File: src/rtl/mult_div_sequencer.sv
// Multi-cycle MULT/MULTU/DIV/DIVU sequencer producing HI/LO; all 32-bit arithmetic goes through the external ALU.
// Latency: 33 cycles start->done for unsigned ops, +1 per operand negate and per sign fixup; start ignored while busy.
module mult_div_sequencer #(
  parameter int ITERS = 32
) (
  input  logic        clk,
  input  logic        reset,
  input  logic        start,
  input  logic [1:0]  op,
  input  logic [31:0] rs,
  input  logic [31:0] rt,
  output logic        busy,
  output logic        done,
  output logic        div_by_zero,
  output logic [31:0] hi,
  output logic [31:0] lo,
  output logic [31:0] alu_a,
  output logic [31:0] alu_b,
  output logic [1:0]  alu_ctrl,
  input  logic [31:0] alu_out,
  input  logic        alu_carry,
  input  logic        alu_zero
);

  localparam logic [1:0] ALU_ADD = 2'b00;
  localparam logic [1:0] ALU_SUB = 2'b10;
  localparam logic [1:0] ALU_XOR = 2'b01;
  localparam logic [4:0] LAST    = 5'(ITERS - 1);

  typedef enum logic [3:0] {
    S_IDLE, S_NEG_A, S_NEG_B, S_ITER, S_FX_LO, S_FX_HI, S_FX_HI1, S_FX_Q, S_FX_R, S_DONE
  } state_t;

  state_t      state, state_nxt;
  logic [31:0] a_q, a_nxt, b_q, b_nxt;
  logic [31:0] wh, wh_nxt, wl, wl_nxt;
  logic [31:0] hi_nxt, lo_nxt;
  logic [4:0]  cnt, cnt_nxt;
  logic        is_div, is_div_nxt;
  logic        sa, sa_nxt, sb, sb_nxt;
  logic        dz, dz_nxt, lz, lz_nxt;
  logic        mc, acc;
  logic [31:0] mh, dsh;

  always_ff @(posedge clk) begin
    if (reset) begin
      state  <= S_IDLE;
      a_q    <= '0;
      b_q    <= '0;
      wh     <= '0;
      wl     <= '0;
      hi     <= '0;
      lo     <= '0;
      cnt    <= '0;
      is_div <= 1'b0;
      sa     <= 1'b0;
      sb     <= 1'b0;
      dz     <= 1'b0;
      lz     <= 1'b0;
    end else begin
      state  <= state_nxt;
      a_q    <= a_nxt;
      b_q    <= b_nxt;
      wh     <= wh_nxt;
      wl     <= wl_nxt;
      hi     <= hi_nxt;
      lo     <= lo_nxt;
      cnt    <= cnt_nxt;
      is_div <= is_div_nxt;
      sa     <= sa_nxt;
      sb     <= sb_nxt;
      dz     <= dz_nxt;
      lz     <= lz_nxt;
    end
  end

  always_comb begin
    state_nxt  = state;
    alu_a      = '0;
    alu_b      = '0;
    alu_ctrl   = ALU_ADD;
    a_nxt      = a_q;
    b_nxt      = b_q;
    wh_nxt     = wh;
    wl_nxt     = wl;
    cnt_nxt    = cnt;
    is_div_nxt = is_div;
    sa_nxt     = sa;
    sb_nxt     = sb;
    dz_nxt     = dz;
    lz_nxt     = lz;
    mc         = 1'b0;
    mh         = '0;
    dsh        = '0;
    acc        = 1'b0;

    case (state)
      S_IDLE: begin
        if (start) begin
          a_nxt      = rs;
          b_nxt      = rt;
          cnt_nxt    = '0;
          is_div_nxt = op[1];
          sa_nxt     = op[0] & rs[31];
          sb_nxt     = op[0] & rt[31];
          dz_nxt     = op[1] & (rt == 32'd0);
          wh_nxt     = '0;
          wl_nxt     = op[1] ? rs : rt;
          if (op[0] & rs[31])      state_nxt = S_NEG_A;
          else if (op[0] & rt[31]) state_nxt = S_NEG_B;
          else                     state_nxt = S_ITER;
        end
      end
      // Negated operands also replace the copy already seeded into the working pair.
      S_NEG_A: begin
        alu_b    = a_q;
        alu_ctrl = ALU_SUB;
        a_nxt    = alu_out;
        if (is_div) wl_nxt = alu_out;
        state_nxt = sb ? S_NEG_B : S_ITER;
      end
      S_NEG_B: begin
        alu_b    = b_q;
        alu_ctrl = ALU_SUB;
        b_nxt    = alu_out;
        if (!is_div) wl_nxt = alu_out;
        state_nxt = S_ITER;
      end
      S_ITER: begin
        if (!is_div) begin
          alu_a         = wh;
          alu_b         = a_q;
          {mc, mh}      = wl[0] ? {alu_carry, alu_out} : {1'b0, wh};
          wh_nxt        = {mc, mh[31:1]};
          wl_nxt        = {mh[0], wl[31:1]};
        end else begin
          // The bit shifted out of HI makes the partial remainder exceed any divisor.
          dsh      = {wh[30:0], wl[31]};
          alu_a    = dsh;
          alu_b    = b_q;
          alu_ctrl = ALU_SUB;
          acc      = wh[31] | ~alu_carry;
          wh_nxt   = acc ? alu_out : dsh;
          wl_nxt   = {wl[30:0], acc};
        end
        cnt_nxt = cnt + 5'd1;
        if (cnt == LAST) begin
          if (!is_div)      state_nxt = (sa ^ sb) ? S_FX_LO : S_DONE;
          else if (sa ^ sb) state_nxt = S_FX_Q;
          else              state_nxt = sa ? S_FX_R : S_DONE;
        end
      end
      S_FX_LO: begin
        alu_b     = wl;
        alu_ctrl  = ALU_SUB;
        wl_nxt    = alu_out;
        lz_nxt    = alu_zero;
        state_nxt = S_FX_HI;
      end
      S_FX_HI: begin
        alu_a     = wh;
        alu_b     = 32'hFFFF_FFFF;
        alu_ctrl  = ALU_XOR;
        wh_nxt    = alu_out;
        state_nxt = lz ? S_FX_HI1 : S_DONE;
      end
      S_FX_HI1: begin
        alu_a     = wh;
        alu_b     = 32'd1;
        wh_nxt    = alu_out;
        state_nxt = S_DONE;
      end
      S_FX_Q: begin
        alu_b     = wl;
        alu_ctrl  = ALU_SUB;
        wl_nxt    = alu_out;
        state_nxt = sa ? S_FX_R : S_DONE;
      end
      S_FX_R: begin
        alu_b     = wh;
        alu_ctrl  = ALU_SUB;
        wh_nxt    = alu_out;
        state_nxt = S_DONE;
      end
      S_DONE:  state_nxt = S_IDLE;
      default: state_nxt = S_IDLE;
    endcase

    hi_nxt = (state_nxt == S_DONE) ? wh_nxt : hi;
    lo_nxt = (state_nxt == S_DONE) ? wl_nxt : lo;
  end

  assign busy        = (state != S_IDLE);
  assign done        = (state == S_DONE);
  assign div_by_zero = done & dz;

endmodule
File: config.mk
export PLATFORM = sky130hd
export DESIGN_NAME = mult_div_sequencer
export DESIGN_NICKNAME = d
export VERILOG_FILES = /design/src/rtl/mult_div_sequencer.sv
export SDC_FILE = /design/constraint.sdc
export NUM_CORES = 1
export LEC_CHECK = 0
export ABC_AREA = 1
export CAP_MARGIN = 20
export CORE_MARGIN = 3
export CORE_UTILIZATION = 50
export DETAILED_ROUTE_END_ITERATION = 12
export PLACE_DENSITY = 0.83
export SLEW_MARGIN = 20
export SYNTH_ARGS = -nofsm -noshare
export SYNTH_HDL_FRONTEND = slang
export SYNTH_SLANG_ARGS = --single-unit
File: constraint.sdc
create_clock -name clk -period 3.8 [get_ports clk]
set_input_delay 0.76 -clock clk [delete_from_list [all_inputs] [get_ports clk]]
set_output_delay 0.76 -clock clk [all_outputs]
set_load 0.005 [all_outputs]
---- Word level (Yosys, flattened, before mapping) ----
Index checks and enable logic that the tools add are counted.
operators by class
  add/subtract/negate cells ............... 1
  eq/ne operators ......................... 12
  mux-type cells .......................... 34
  bitwise gates (word level) .............. 7
  reduce and logical (&&, ||, !) cells .... 15
operators with widths
  cell                                                              number
  32-bit two-way mux                                                12
  32-bit case mux with 7 select lines                               1
  32-bit case mux with 2 select lines                               3
  32-bit case mux with 5 select lines                               1
  32-bit case mux with 3 select lines                               1
  33-bit two-way mux                                                1
  32-bit zero test                                                  1
  4-bit case mux with 8 select lines                                1
  4-bit two-way mux                                                 6
  4-bit by 3-bit == test with 1-bit output (second input constant)  4
  4-bit == test (second input constant)                             3
  5-bit case mux with 2 select lines                                1
  4-bit by 2-bit == test with 1-bit output (second input constant)  2
  2-bit AND reduction                                               4
  2-bit case mux with 3 select lines                                1
  2-bit nonzero test                                                3
  2-bit OR reduction                                                3
  5-bit by 1-bit adder with 5-bit output (second input constant)    1
  5-bit == test (second input constant)                             1
  5-bit two-way mux                                                 1
  5-bit OR reduction                                                1
  1-bit AND                                                         4
  4-bit by 1-bit == test with 1-bit output (second input constant)  1
  4-bit zero test                                                   1
  other kinds (8)                                                   11
word-level totals
  register bits after elaboration ......... 206
  input port bits ......................... 103
  output and inout bits ................... 133

---- Longest topological paths before layout ----
Gate-level depths: netlist (run 1).
  depth in word-level cells ............... 6
  gate-level depth with buffers ........... 15
  gate-level depth less buffers ........... 14

---- Least setup slack after synthesis (run 1) ----
Ideal clock, no wire load.
  path kind ............................... register -> output
  start point ............................. register is_div
  end point ............................... output port alu_b[12]
  data arrival time ....................... 1.582 ns
  setup slack ............................. 1.458 ns
  cell stages (with the launch flop) ...... 9
  buffers on the path ..................... 4
  path through ............................ dfxtp_1 -> clkbuf_1 -> buf_2 -> buf_2 -> nand2_1 -> nand2_1 -> buf_1 -> nand2_1 -> nand3_1
on the way
  longest elaborated chain between the ends .. 2
RTL lines
  what                                 line  text
  start: declaration                   39    logic is_div, is_div_nxt;
  start signal: assignment             69    is_div <= is_div_nxt;
  32-bit two-way mux                   130   if (!is_div) begin
  32-bit case mux with 7 select lines  97    case (state)
  end: declaration                     18    output logic [31:0] alu_b,
Every way passes these cells.

---- Worst setup path in the final report (run 1) ----
  start point ............................. register state[2]
  end point ............................... output port alu_b[0]
on the way
  longest elaborated chain between the ends .. 3
RTL lines
  what                                      line  text
  start: declaration                        34    state_t state, state_nxt;
  start signal: assignment                  61    state <= state_nxt;
  4-bit by 3-bit == test with 1-bit output  97
  2-bit OR reduction (no line)              --
  32-bit case mux with 7 select lines *     97
Every way passes the cells marked *; elsewhere a longest branch is shown, timed or not.

==> flow_metrics.py, run 1 <==
metrics = {
    "outcome": {
        "status": "complete, no violations",
    },
    "global_route": {
        "grt_pass1_wl_mm": 90.3,
        "grt_max_degree": 91,
        "grt-ovfl-total": 0,
        "grt_usage_pct": 40.3,
        "grt_pass1_vias": 16200,
        "antenna_found_initial": 0,
    },
    "die": {
        "die_w_microns": 168,
        "die_area_sq_mm": 0.0284,
        "ios": 236,
        "die_h_microns": 168,
        "initial_core_util_pct": 51.6,
        "rows": 58,
        "core_area_sq_mm": 0.0255,
    },
    "worst_setup_path": {
        "r2r-start": "state[2]",
        "rr_endpoint": "hi[30]",
        "critPathCaptureType": "primary output",
        "critical_path_arrival_ns": 2.91,
        "crit_fanout": 32,
        "cp.required_ns": 3.04,
        "crit_path_start_kind": "register",
        "r2r_setup_slack_ns": 0.90,
        "path_class": "register to primary output",
        "rr_worst_depth": 12,
    },
    "drt": {
        "ant_nets": 0,
        "vias": 16900,
        "wirelength_mm": 59.2,
        "first_pass_iters": 6,
        "wire_per_inst_microns": 21.2,
        "drt-initial-drc-count": 2141,
        "vias_per_cell": 6.06,
        "drc": 0,
    },
    "clock_network": {
        "cts_max_path_buffers": 3,
        "cts_made_buffers": 24,
        "cts.sinks": 206,
        "clk-insertion-delay-late_ns": 0.54,
        "clk_pin_slew_ns": 0.06,
        "cts_root_buf": "clkbuf_16",
        "tritoncts": "yes",
        "cts_max_level": 1,
    },
    "finish": {
        "diodes": 0,
        "fin_nets": 2551,
        "final-seq-area_sq_mm": 0.00413,
        "layout-drive-gt1-share_pct": 4.22,
        "fillCellCount": 2369,
        "multi_input_area_sq_mm": 0.00782,
        "area_growth_syn_to_layout_pct": 25.7,
    },
    "place": {
        "routabilityCongestion": 0.988,
        "io_buffer_count": 235,
        "hpwlAfterDp_mm": 42.2,
    },
    "synthesis": {
        "synth_top_area_cell": "dfxtp_1",
        "synth_async_sr_flop_share_pct": 0,
        "syn-num-nets": 2402,
        "yosysUniqueCellTypes": 33,
        "syn_inst": 2296,
        "synth.area.top_cells": "dfxtp_1, nand2_1, nor2_1",
        "yosys.area.top_type_share_pct": 31.3,
        "ys.flop_type": "dfxtp_1",
        "ys_seq_elements": 206,
        "ys_seq_area_share_pct": 31.3,
        "syn_area_sq_mm": 0.0132,
        "postSynthAreaPerCell_sq_um": 5.75,
        "synth_most_common_cell": "nand2_1",
        "yosys-top-cells-count": "nand2_1, nor2_1, dfxtp_1",
        "synth_edf_count": 0,
        "synth.yosys.warnings": 0,
    },
    "sta": {
        "fin_crit_sh_pct": 96.6,
        "maxSlewViolCount": 0,
        "finalSetupTns_ns": 0,
        "slew_headroom_pct": 30.5,
        "hold_viol": 0,
        "holdWs_ns": 0.479,
        "setup_viol": 0,
        "clock_skew_ns": 0.0179,
        "rsz0062_at_grt": "no",
        "fmaxAchievable_mhz": 272,
        "max_slew.worst_pin.slew_ns": 1.04,
        "fin_crit_ns": 3.67,
    },
    "hold_path": {
        "min_path_type": "register to register",
        "worst_hold_path.num_cells": 2,
        "hp-start": "cnt[4]",
        "whs_endpoint": "cnt[4]",
    },
    "power": {
        "leakage_nw": 7.06,
        "ir_drop_v": 0.000390,
        "power_density_mw_per_mm2": 538,
    },
    "job": {
        "maxCapViolations": 0,
    },
}
cells by family after synthesis:
family,count (synthesis),share of synthesized area (%)
flip-flops,206,31.3
buffers and inverters,326,9.76
AND/OR/NAND/NOR,1370,41.6
adder cells (fa/ha/maj),3,0.285
AO/OA/AOI/OAI,391,17.1
power by group:
part	switching, W	total [W]	internal [W]	leakage [nW]
logic	0.00242	0.00354	0.00112	4.98
registers	0.000366	0.00292	0.00255	1.68
clock network	0.000973	0.00246	0.00148	0.404
total	0.00376	0.00892	0.00516	7.06
sequential cells by signal, summed over array words and instances (netlist names), 4 cells and up:
signal and count:
b_q 32, lo 32, hi 32, cnt 5, state 4, wh 32, a_q 32, wl 32
worst max-delay path by stage:
stage / to / slack, ns / cells past startpoint / from
after CTS: alu_b[13] / 0.10 / 8 / state[2]
after global routing: alu_b[0] / 0.04 / 9 / state[2]
after global placement: alu_b[16] / 0.71 / 8 / state[1]
after detailed placement: alu_b[14] / 0.67 / 8 / state[2]
final: alu_b[0] / 0.13 / 9 / state[2]
after floorplan: alu_b[12] / 1.46 / 8 / is_div
cells in the final DEF (no fill, tap or decap), types with 45 or more instances in the layout:
cell type,instances
o22ai_1,45
clkdlybuf4s50_1,235
dfxtp_1,205
nand2_1,731
inv_1,164
nand3_1,125
o21ai_0,163
a21oi_1,64
nor2_1,417
a31oi_1,64
area by class of cell:
type,instances,share of cell area [%]
clock buffer,34,4.23
clock inverter,9,0.740
inverter,171,3.89
multi-input combinational,1764,47.2
sequential,206,24.9
tap,330,2.49
timing repair buffer,278,16.6
metrics by stage:
step,util [%],setup WS [ns],total power (W),area (sq um),std cells
after CTS,64.9,0.101,0.00879,16600,2792
after global placement,61.7,0.707,0.00630,15700,2749
after detailed placement,61.7,0.674,0.00635,15700,2749
final,64.9,0.128,0.00892,16600,2792
after floorplan,-,1.46,0.00494,13200,2296
after global routing,64.9,0.0446,0.00931,16600,2792
critical path, stage by stage (launching register included):
cell	delay, ns
dfxtp_1	0.34
nor2_1	0.41
nand2_1	0.13
nor2_1	0.17
nor2_1	0.07
inv_1	0.05
buf_4	0.36
nand2_1	0.09
o2111ai_1	0.17
clkdlybuf4s50_1	0.58
metal layers:
metal	vias to the layer above	part of all wire, %	GRT usage [%]
li1	7744	-	-
met1	7597	34	45.7
met2	1235	46	68.2
met3	355	9.8	6.81
met4	0	9.6	29.8
met5	-	0	0
what timing repair did:
item	CTS	global route
setup endpoints to repair	0	15
hold endpoints to repair	0	0
resized for setup	0	3
setup buffers	0	0
hold buffers	0	0
Power figures use the tool's default switching activity.
==> inputs of run 2 (changes only) <==
--- a/config.mk
+++ b/config.mk
@@ -11,6 +11,7 @@
 export CORE_UTILIZATION = 50
 export DETAILED_ROUTE_END_ITERATION = 12
 export PLACE_DENSITY = 0.83
+export RECOVER_POWER = 25
 export SLEW_MARGIN = 20
 export SYNTH_ARGS = -nofsm -noshare
 export SYNTH_HDL_FRONTEND = slang
==> flow_metrics.py, run 2 (synthesis gave the netlist of run 1 again) <==
metrics = {
    "sta": {
        "slew_headroom_pct": -46.2,
        "fin_crit_ns": 3.64,
        "finalSetupTns_ns": 0,
        "fmaxAchievable_mhz": 274,
        "setup_viol": 0,
        "max_slew.worst_pin.slew_ns": 2.19,
        "hold_viol": 0,
        "maxSlewViolCount": 71,
        "rsz0062_at_grt": "no",
        "fin_crit_sh_pct": 95.9,
        "clock_skew_ns": 0.0197,
    },
    "clock_network": {
        "cts_max_level": 1,
        "tritoncts": "yes",
        "cts.sinks": 206,
        "cts_max_path_buffers": 3,
        "clk_pin_slew_ns": 0.06,
        "cts_made_buffers": 24,
        "clk-insertion-delay-late_ns": 0.54,
        "cts_root_buf": "clkbuf_16",
        "hold_buffers": 0,
    },
    "job": {
        "maxCapViolations": 1,
    },
    "finish": {
        "fillCellCount": 2373,
        "layout-drive-gt1-share_pct": 4.06,
        "area_growth_syn_to_layout_pct": 25.6,
        "utilization_pct": 64.9,
        "final-seq-area_sq_mm": 0.00413,
        "final_common_cell": "nand2_1",
        "multi_input_area_sq_mm": 0.00782,
        "mostFrequentLayoutCells": "nand2_1, nor2_1, dfxtp_1, clkdlybuf4s50_1, inv_1",
        "fin_area_sq_mm": 0.0166,
        "fin_nets": 2551,
        "final_cells": 2793,
    },
    "hold_path": {
        "min_path_type": "register to register",
        "hp-start": "hi[22]",
        "worst_hold_path.num_cells": 2,
    },
    "outcome": {
        "violations": "capacitance limit, slew limit",
        "status": "finished, violations left",
    },
    "die": {
        "core_area_sq_mm": 0.0255,
        "initial_core_util_pct": 51.6,
        "die_w_microns": 168,
        "ios": 236,
        "die_area_sq_mm": 0.0284,
        "die_h_microns": 168,
        "rows": 58,
    },
    "worst_setup_path": {
        "cp_cell_sequence": "nor2_1, nand2_1, nor2_1, nor2_1, inv_1, buf_4, nand2_1, o2111ai_1, clkdlybuf4s50_1",
        "cp_common_cell": "nor2_1",
        "r2r-start": "state[2]",
        "crit_path_start_kind": "register",
        "cp_num_buf_inv": 3,
        "critPathCaptureType": "primary output",
        "crit_family": "buffers and inverters",
        "path_class": "register to primary output",
        "cpMaxStageDelayCell": "clkdlybuf4s50_1",
        "rr_worst_depth": 8,
        "slowest_delay_ns": 0.57,
        "cp.depth": 9,
        "critical_path_arrival_ns": 2.88,
        "startpoint": "state[2]",
        "crit_fanout": 32,
        "cp.required_ns": 3.04,
    },
    "place": {
        "routabilityCongestion": 0.988,
        "hpwlAfterDp_mm": 42.2,
        "placed_cells": 2749,
        "io_buffer_count": 235,
        "placed_area_sq_mm": 0.0157,
    },
    "global_route": {
        "grt_pass1_vias": 16200,
        "grt_usage_pct": 40.3,
        "grt_pass1_wl_mm": 90.3,
        "antenna_found_initial": 0,
        "grt-ovfl-total": 0,
        "grt_max_degree": 91,
    },
    "drt": {
        "vias": 17000,
        "drc": 0,
        "first_pass_iters": 8,
        "ant_nets": 0,
        "vias_per_cell": 6.10,
        "wire_per_inst_microns": 21.2,
        "drt-initial-drc-count": 2411,
        "wirelength_mm": 59.2,
    },
    "power": {
        "ir_drop_v": 0.000391,
        "power_w": 0.00892,
        "leakage_nw": 7.29,
        "power_density_mw_per_mm2": 538,
    },
}
## run 2: final timing paths
kind                    to  slack [ns]
setup / recovery  alu_b[0]        0.16
hold reg to reg     hi[22]        0.47
setup reg to reg   b_q[25]        0.51
hold / removal      hi[22]        0.47
## run 2: through the flow
stage,hold WS (ns),worst slack [ns]
global placement,0.453,0.707
global route,0.500,0.0516
finish,0.474,0.155
detailed placement,0.466,0.674
floorplan,0.441,1.46
CTS,0.474,0.101
## run 2: worst register-to-register path, cell delays in order, from the launching register on
cell      delay [ns]
dfxtp_1         0.34
nor2_1          0.38
clkbuf_1        0.37
nand2_1         0.24
nor2_1          0.50
nor2_1          0.14
inv_2           0.71
o21ai_0         0.25
a31oi_1         0.26
## run 2: per-layer routing
layer  share of wire (%)  track usage, %  up-vias
li1                    -               -     7751
met2                  46            68.2     1217
met3                 9.4            6.81      368
met5                   0               0        -
met4                 9.7            29.8        0
met1                  35            45.7     7699
## run 2: repair_timing
action                                  in CTS  in global routing
resized for setup                            0                  3
endpoints found under the setup margin       0                 15
setup buffers                                0                  0
## run 2: power by group
part / switching (W) / internal [W]
clock network: 0.000973 / 0.00148
registers: 0.000366 / 0.00255
logic: 0.00242 / 0.00112
total: 0.00376 / 0.00516
## run 2: area by class of cell
| class | instances | area share, % |
|---|---|---|
| Antenna cell | 1 | 0.0151 |
| Clock buffer | 34 | 4.23 |
| Clock inverter | 9 | 0.740 |
| Inverter | 171 | 3.87 |
| Multi-Input combinational cell | 1764 | 47.2 |
| Sequential cell | 206 | 24.9 |
| Tap cell | 330 | 2.49 |
| Timing Repair Buffer | 278 | 16.5 |
==> patch: new RTL, flow settings as in run 1 <==
Put a register stage on the output `alu_a`, without a reset. The value now appears one clock later. The other outputs are not delayed to match.
--- a/src/rtl/mult_div_sequencer.sv
+++ b/src/rtl/mult_div_sequencer.sv
@@ -31,4 +31,6 @@
     S_IDLE, S_NEG_A, S_NEG_B, S_ITER, S_FX_LO, S_FX_HI, S_FX_HI1, S_FX_Q, S_FX_R, S_DONE
   } state_t;
+
+  logic [31:0] alu_a_d;
 
   state_t      state, state_nxt;
@@ -77,5 +79,5 @@
   always_comb begin
     state_nxt  = state;
-    alu_a      = '0;
+    alu_a_d    = '0;
     alu_b      = '0;
     alu_ctrl   = ALU_ADD;
@@ -129,5 +131,5 @@
       S_ITER: begin
         if (!is_div) begin
-          alu_a         = wh;
+          alu_a_d       = wh;
           alu_b         = a_q;
           {mc, mh}      = wl[0] ? {alu_carry, alu_out} : {1'b0, wh};
@@ -137,5 +139,5 @@
           // The bit shifted out of HI makes the partial remainder exceed any divisor.
           dsh      = {wh[30:0], wl[31]};
-          alu_a    = dsh;
+          alu_a_d  = dsh;
           alu_b    = b_q;
           alu_ctrl = ALU_SUB;
@@ -159,5 +161,5 @@
       end
       S_FX_HI: begin
-        alu_a     = wh;
+        alu_a_d   = wh;
         alu_b     = 32'hFFFF_FFFF;
         alu_ctrl  = ALU_XOR;
@@ -166,5 +168,5 @@
       end
       S_FX_HI1: begin
-        alu_a     = wh;
+        alu_a_d   = wh;
         alu_b     = 32'd1;
         wh_nxt    = alu_out;
@@ -195,3 +197,7 @@
   assign div_by_zero = done & dz;
 
+  always_ff @(posedge clk) begin
+    alu_a <= alu_a_d;
+  end
+
 endmodule
Behaviour: not the same (Yosys sat finds a counterexample within 4 cycles, from zero or initial values and one cycle with reset high).
==> patch against run 1 <==
  * Cell area is 5.9% higher
  * Routed wire length grew 1.3%
  * Combinational power increased by 1%
  * Sequential cell count is 32 higher
  * Area after synthesis grew 6.8%
  * Total power rose by 5.8%
  * Via count rose by 1.5%
  * Highest routed layer is now met5
  * Synthesized cell count is 2.5% higher
  * Worst setup slack worse by 0.052 ns
==> patch: results (changes against run 1) <==
Global route
  – Vias in the first global route: 16300 (+0.84%)
  – GR Util All Layers: 37.9% (-2.4 points)
  – Largest net degree at the start of global routing: 111 (+22%)
  – Global-route wire length before repair: 91.5 mm (+1.4%)
  – Initial antenna violation count: 3 (+3)

Drt
  – DR vias: 17200 (+1.5%)
  – TritonRoute pass-1 iters: 8 (+2)
  – Vias per inst: 5.92 (-2.3%)
  – Initial DRC Count: 2288 (+6.9%)
  – WL/cell: 20.6 um (-2.6%)

Clocking
  – Cts bufs inserted: 27 (+13%)
  – CTS-repair resized insts: 0 (unchanged)

Yosys
  – Synth top cells by count: nand2_1, nor2_1, dfxtp_1
  – Syn nets: 2460 (+2.4%)
  – Largest cells by area after synthesis: dfxtp_1, nand2_1, nor2_1
  – Mapped Cells: 2354 (+2.5%)
  – Unique masters post-synth: 39 (+18%)
  – Sequential fraction of the synthesis area: 33.8% (+2.5 points)

Placement
  – Gpl congestion: 1.01 (+2.4%)
  – Post-detail-place hpwl: 42.5 mm (+0.76%)
  – Number of buffers added on ports: 235 (unchanged)

STA
  – Rel. slew slack: 29.6% (-0.90 points)

Pwr
  – Leak: 0.00751 uW (+6.3%)
  – VDD IR-drop max: 0.000466 V (+20%)
  – Int Pwr: 5620 uW (+8.9%)

Finish
  – Layout cell share with drive strength beyond 1: 5.10% (+0.87 points)
  – Nets: 2617 (+2.6%)

Critical path
  – Worst path arrival time: 2.96 ns (+0.05 ns)
  – CP max stage delay: 0.50 ns (-0.08 ns)
  – CP Max Fanout: 14 (-56%)

Status
  – Run status: complete, no violations
patch: metrics by stage:
step	hold slack, ns	util (%)	setup WS [ns]	area [um2]	total power (uW)
after global routing	0.500	64.2	0.0249	17600	9870
final	0.478	64.2	0.0760	17600	9440
after global placement	0.453	60.9	0.644	16600	6610
after floorplan	0.441	-	1.50	14100	5350
after CTS	0.477	64.2	0.0455	17500	9320
after detailed placement	0.468	60.9	0.624	16600	6670
patch: routing by layer:
metal	track usage [%]	share of wire, %	vias up
met5	0	0.067	-
met4	25.7	8.6	6
met3	7.49	10	320
met2	61.1	45	1205
met1	45.6	37	7752
li1	-	-	7910
patch: path summary, 6_finish.rpt:
| path | cells past startpoint | endpoint | start | slack [ns] |
|---|---|---|---|---|
| min | 2 | dz | dz | 0.48 |
| max reg2reg | 12 | lo[20] | state[3] | 0.83 |
| max | 7 | alu_b[30] | state[1] | 0.08 |
| min reg2reg | 2 | dz | dz | 0.48 |
patch: cell type report:
class                      instances  area [um2]
multi-input combinational       1771        7950
fill                            2611        9770
timing repair buffer             284        2780
clock inverter                    12         149
tap                              372         465
clock buffer                      36         739
inverter                         189         711
sequential                       238        4770
patch: power by group through the flow:
| stage | registers (uW) | logic [uW] | clock network, uW |
|---|---|---|---|
| floorplan | 3110 | 2240 | 0 |
| global placement | 3210 | 3400 | 0 |
| detailed placement | 3220 | 3450 | 0 |
| CTS | 3170 | 3470 | 2680 |
| global route | 3220 | 3870 | 2780 |
| finish | 3190 | 3580 | 2670 |
patch: logic make-up (layout without fill, tap and decap cells):
logic type,Yosys count,in the layout,share of synthesized area (%)
fa+ha+maj,3,3,0.266
simple gates,1386,1386,40.2
compound gates,382,382,15.7
buf+inv,345,521,10.1
flops,238,238,33.8
